**src/rtl/seg_pkg.sv**
```systemverilog
// seg_pkg: symbol codes and active-low {g,f,e,d,c,b,a} glyph table for the scan driver
package seg_pkg;
  localparam int SYM_W = 6;
  localparam logic [SYM_W-1:0] SYM_A     = 6'd0;
  localparam logic [SYM_W-1:0] SYM_ZERO  = 6'd26;
  localparam logic [SYM_W-1:0] SYM_BLANK = 6'd36;
  localparam logic [SYM_W-1:0] SYM_DASH  = 6'd63;
  localparam logic [6:0] GLYPH [64] = '{
    7'h08, 7'h03, 7'h46, 7'h21, 7'h06, 7'h0E, 7'h42, 7'h09,
    7'h4F, 7'h61, 7'h0A, 7'h47, 7'h48, 7'h2B, 7'h23, 7'h0C,
    7'h18, 7'h2F, 7'h12, 7'h07, 7'h41, 7'h63, 7'h55, 7'h09,
    7'h11, 7'h24,
    7'h40, 7'h79, 7'h24, 7'h30, 7'h19, 7'h12, 7'h02, 7'h78,
    7'h00, 7'h10,
    7'h7F, 7'h7F, 7'h7F, 7'h7F, 7'h7F, 7'h7F, 7'h7F, 7'h7F,
    7'h7F, 7'h7F, 7'h7F, 7'h7F, 7'h7F, 7'h7F, 7'h7F, 7'h7F,
    7'h7F, 7'h7F, 7'h7F, 7'h7F, 7'h7F, 7'h7F, 7'h7F, 7'h7F,
    7'h7F, 7'h7F, 7'h7F,
    7'h3F
  };
endpackage

```
**src/rtl/seg_glyph_rom.sv**
```systemverilog
// seg_glyph_rom: combinational symbol-code to active-low segment pattern lookup
module seg_glyph_rom import seg_pkg::*; (
  input  logic [SYM_W-1:0] code,
  output logic [6:0]       seg
);
  assign seg = GLYPH[code];
endmodule

```
**src/rtl/seg_scan_driver.sv**
```systemverilog
// seg_scan_driver: double-buffered multiplexed 7-seg scan with blank interval; SEG_BLINK_EN adds per-digit blinking
module seg_scan_driver import seg_pkg::*; #(
  parameter int NUM_DIGITS   = 4,
  parameter int SCAN_DIV     = 100000,
  parameter int BLANK_CYC    = 64,
  parameter int BLINK_FRAMES = 64
) (
  input  logic                        clk,
  input  logic                        rst_n,
  input  logic [SYM_W*NUM_DIGITS-1:0] sym_in,
  input  logic                        upd,
  input  logic [NUM_DIGITS-1:0]       blink_mask,
  output logic [NUM_DIGITS-1:0]       anode,
  output logic [6:0]                  seg,
  output logic                        frame_start
);
  localparam int PW = $clog2(SCAN_DIV);
  localparam int IW = $clog2(NUM_DIGITS);
  localparam int BW = SYM_W*NUM_DIGITS;
  localparam logic [PW-1:0] P_LAST  = PW'(SCAN_DIV-1);
  localparam logic [PW-1:0] P_BLANK = PW'(BLANK_CYC);
  localparam logic [IW-1:0] I_LAST  = IW'(NUM_DIGITS-1);
  localparam logic [BW-1:0] BUF_RST = {NUM_DIGITS{SYM_BLANK}};
  typedef enum logic {BLANK, DRIVE} slot_t;
  slot_t state;
  logic [PW-1:0] pcnt, pcnt_nx;
  logic [IW-1:0] idx;
  logic [BW-1:0] pend, shad;
  logic wrap, swap, show;
  logic [6:0] glyph;
  assign wrap    = pcnt == P_LAST;
  assign swap    = wrap && idx == I_LAST;
  assign pcnt_nx = wrap ? '0 : pcnt + 1'b1;
  seg_glyph_rom u_rom (
    .code(shad[SYM_W*idx +: SYM_W]),
    .seg (glyph)
  );
`ifdef SEG_BLINK_EN
  localparam int FW = BLINK_FRAMES > 1 ? $clog2(BLINK_FRAMES) : 1;
  localparam logic [FW-1:0] F_LAST = FW'(BLINK_FRAMES-1);
  logic [FW-1:0] fcnt;
  logic phase_on;
  // count frames and flip the blink phase every BLINK_FRAMES frames
  always_ff @(posedge clk or negedge rst_n)
    if (!rst_n) begin
      fcnt     <= '0;
      phase_on <= 1'b1;
    end else if (swap) begin
      fcnt     <= fcnt == F_LAST ? '0 : fcnt + 1'b1;
      phase_on <= fcnt == F_LAST ? ~phase_on : phase_on;
    end
  assign show = phase_on || !blink_mask[idx];
`else
  localparam int UNUSED_BLINK_FRAMES = BLINK_FRAMES;
  logic unused_blink;
  assign unused_blink = ^blink_mask;
  assign show = 1'b1;
`endif
  // strobes land in pend; at frame end shad takes pend, or sym_in directly if a strobe coincides
  always_ff @(posedge clk or negedge rst_n)
    if (!rst_n) begin
      pend <= BUF_RST;
      shad <= BUF_RST;
    end else begin
      if (upd) pend <= sym_in;
      if (swap) shad <= upd ? sym_in : pend;
    end
  // slot FSM and registered pin outputs, one cycle behind pcnt/idx
  always_ff @(posedge clk or negedge rst_n)
    if (!rst_n) begin
      pcnt        <= '0;
      idx         <= '0;
      state       <= BLANK;
      anode       <= '1;
      seg         <= '1;
      frame_start <= 1'b0;
    end else begin
      pcnt        <= pcnt_nx;
      idx         <= swap ? '0 : wrap ? idx + 1'b1 : idx;
      state       <= pcnt_nx >= P_BLANK ? DRIVE : BLANK;
      anode       <= state == DRIVE && show ? ~(NUM_DIGITS'(1) << idx) : '1;
      seg         <= state == DRIVE ? glyph : '1;
      frame_start <= swap;
    end
endmodule

```
**config.mk**
```make
export PLATFORM = sky130hd
export DESIGN_NAME = seg_scan_driver
export DESIGN_NICKNAME = d
export VERILOG_FILES = /design/src/rtl/seg_pkg.sv /design/src/rtl/seg_glyph_rom.sv /design/src/rtl/seg_scan_driver.sv
export SDC_FILE = /design/constraint.sdc
export NUM_CORES = 1
export LEC_CHECK = 0
export CORE_MARGIN = 1
export CORE_UTILIZATION = 51
export DETAILED_ROUTE_END_ITERATION = 7
export GPL_TIMING_DRIVEN = 0
export PLACE_DENSITY = 0.76
export SLEW_MARGIN = 20
export SYNTH_ARGS = -nofsm -noshare
export SYNTH_HDL_FRONTEND = slang
export SYNTH_SLANG_ARGS = --single-unit
```
**constraint.sdc**
```tcl
create_clock -name clk -period 2.25 [get_ports clk]
set_input_delay 0.3375 -clock clk [delete_from_list [all_inputs] [get_ports clk]]
set_output_delay 0.3375 -clock clk [all_outputs]
set_load 0.1 [all_outputs]
```
==> summary.md <==
| Metric | Value |
|---|---|
| Commonest cells after routing, fill and taps aside | dfrtp_1 (53), mux2_2 (49), dfstp_2 (27) |
| Full die area | just over 8000 sq um |
| Critical Path Sink Type | register |
| Inserted Clock Buffers | 9 |
| Area of the multi-input gates | between 1500 and 2000 sq um |
| Crit Path Max Fanout | 7 |
| XOR/XNOR Fraction of Synth Area | 0.0375 |
| Dominant cells by area after synthesis | dfrtp_1 (33%), dfstp_2 (18%), mux2_2 (14%), ha_1 (3.8%), mux4_2 (2.8%) |
| Fillers | 559 |
| Initial DRC Count | roughly 190 |
| Post-Syn Area | around 4000 sq um |
| Crit share post-route | 1.02 |
| TritonCTS Sinks | 80 |
| Clk_lat worst skew | 0.35 ns |
| CP required | ~2.5 ns |
| Die Span X | around 90 um |
| Reg-to-reg slack, setup | -0.04 ns |
| WL per Instance | 16.7 um |
| Simple-gate share of the synthesized area | 0.117 |
| Slew @ Worst Pin | a little under 1 ns |
| DRC | 0 |
| Pwr Density | between 600 and 700 nW/um^2 |
| Hold Path Class | in2async |
| FF-to-FF End | seg[1] |
| Syn_nets | approximately 360 |
| ANT cells | 0 |
| CTS Buffer Depth | 2 |
| Post-synth top area cell | dfrtp_1 |
| Routed Antenna Nets | 0 |
| CTS tree | built |
| Setup crit start kind | register |
| CP delay by family, top | compound AO/OA/AOI/OAI gates |
| IO Port Bufs | 37 |
| Slew headroom | 0.353 |
| Placeable core area | 7370 sq um |
| Top_reg_cell synth | dfrtp_1 |
| Fin Setup TNS | -0.0682 ns |
| First-pass GRT wire length | 13400 um |
| Top cell type's share of synthesized area | 0.334 |
| Largest family of logic cells by synthesized area | multiplexers |
| Post-synth EDFFs | 0 |
| Worst reg2reg startpoint | idx[0] |
| Fin nets | approximately 420 |
| Min Clock Period, post-route | roughly 2.3 ns |
| Synth cell types | a little over 50 |
| Final hold slack | ~0.43 ns |
| Initial antenna violation count | 0 |
| Vias per cell | 5.69 |
| Clock-pin slew on the worst setup and hold paths | around 0.090 ns |
| Setup violators final | 2 |
| Post-synthesis compound-gate area fraction | 0.0621 |
| Initial Util | 0.539 |
| Max Slew Vio Count | 0 |
| Final hold viol count | 0 |
| Routed Wire Length | 8080 um |
| Max VDD drop | approximately 460 uV |
| Via count | 2762 |
| Layout cells sized above 1 | 0.365 |
| Adder-cell share of the synthesized area | 0.0378 |
| I/O Pins | between 40 and 50 |
| CP bufs+invs | 3 |
| Critical Path AT | approximately 2.6 ns |
| RSZ-0062 raised after global routing | yes |
| Root buffer cell | clkbuf_8 |
| Routability cong. | about 0.9 |
| Failing checks | negative setup slack |
| Critical path type | reg2reg |
| Yosys warnings | 0 |
| Synth Instances | 320 |
| Die Span Y | 90.2 um |
| Cell row count | 31 |
| Share of synthesized flip-flops with an asynchronous set or reset | 1.00 |
| Cells on worst reg2reg path | 9 |
| Static leakage | roughly 2.0 nW |
| Final worst setup slack | -0.0382 ns |
| DR pass1 iterations | 4 |
| Area delta synth->final | 23.1% |
| Largest net degree at the start of global routing | between 50 and 60 |
| Slowest-stage cell, CP | mux4_2 |
| Max Freq | between 400 and 500 MHz |
| Gr usage total | 0.209 |
| CTS H-tree lvls | 3 |
| FF+latch count, synth | 80 |
| Status | complete, but fails checks |
| GR Overflow Total | 0 |
| Max stage delay on crit path | about 0.54 ns |
| Hpwl dp | ~5300 um |
| Post-synthesis mux area share | 0.197 |
| Vias in the first global route | around 2700 |
| Crit-path cells | buf_6 -> mux4_2 -> buf_8 -> buf_4 -> ha_1 -> o31ai_1 -> a21oi_1 -> a21o_1 -> a32oi_1 |
| Register area share after synthesis | 0.513 |
| Commonest non-fill, non-tap cell in the layout | dfrtp_1 |
| Skew final | 0.00889 ns |
| Sequential cell area | a little over 2000 sq um |
| Post-Syn Area per Cell | 12.4 sq um |
| Maxcap violations | 0 |
-- layer usage --
layer / GRT usage / vias to the layer above / share of wire
met3: 0.0305 / 11 / 0.039
met5: 0 / - / 0
met2: 0.317 / 91 / 0.47
li1: - / 1270 / -
met1: 0.299 / 1390 / 0.47
met4: 0.0901 / 0 / 0.015
-- through the flow --
step / instances / worst slack, ns / area [sq um] / total power, mW / util
finish: 485 / -0.0382 / 4890 / 3.06 / 0.663
floorplan: 320 / -0.0963 / 3990 / 1.74 / -
detailed placement: 457 / -0.332 / 4510 / 1.86 / 0.612
global placement: 456 / -1.86 / 4490 / 1.85 / 0.609
global route: 485 / -0.135 / 4890 / 3.18 / 0.663
CTS: 481 / -0.0430 / 4820 / 3.08 / 0.655
-- repair_timing --
item | 4_1_cts | 5_1_grt
hold endpoints to repair | 12 | 0
buffers inserted | 9 | 4
setup endpoints to repair | 37 | 8
pin swaps | 5 | 6
resized for setup | 20 | 12
hold buffers | 1 | 0
-- synthesized netlist by cell type (5+ instances only) --
master / instances
dfstp_2: 27
nand2_1: 17
ha_1: 12
nor2_1: 24
mux2_2: 49
inv_1: 11
dfrtp_1: 53
mux4_2: 5
a21oi_1: 6
clkbuf_1: 7
nand3_1: 11
xor2_1: 8
o21ai_0: 7
xnor2_1: 9
buf_2: 5
-- report_power, final --
group,internal (mW),switching [mW]
sequential,1.52,0.0219
clock,0.639,0.562
combinational,0.171,0.153
-- cell type report --
cell class / count / share of cell area
Sequential cell: 80 / 0.417
Multi-Input combinational cell: 212 / 0.380
Timing Repair Buffer: 52 / 0.102
Clock buffer: 9 / 0.0254
Tap cell: 99 / 0.0254
Clock inverter: 7 / 0.0210
Buffer: 15 / 0.0200
Inverter: 11 / 0.00999
-- kinds of logic after synthesis --
kind of cell	count (synthesis)
xor gates and xnor gates	17
buffers and inverters	28
AOI/OAI and AO/OA	36
muxes	61
DFF	80
adders and majority gates	12
and+or+nand+nor	86
-- worst max path at each step --
stage,from,slack [ns],cells after the start,to
finish,idx[0],-0.04,9,seg[1]
global route,idx[0],-0.14,9,seg[1]
CTS,idx[0],-0.04,9,seg[4]
detailed placement,idx[1],-0.33,9,seg[4]
global placement,rst_n,-1.86,1,pend[16]
floorplan,idx[0],-0.1,9,seg[4]
-- flip-flops by register name, indices dropped and copies added, names as in the netlist --
| register | cells |
|---|---|
| seg | 7 |
| anode | 4 |
| pend | 24 |
| idx | 2 |
| state | 1 |
| frame_start | 1 |
| pcnt | 17 |
| shad | 24 |
Note: power is estimated with default switching activity, not from simulation.
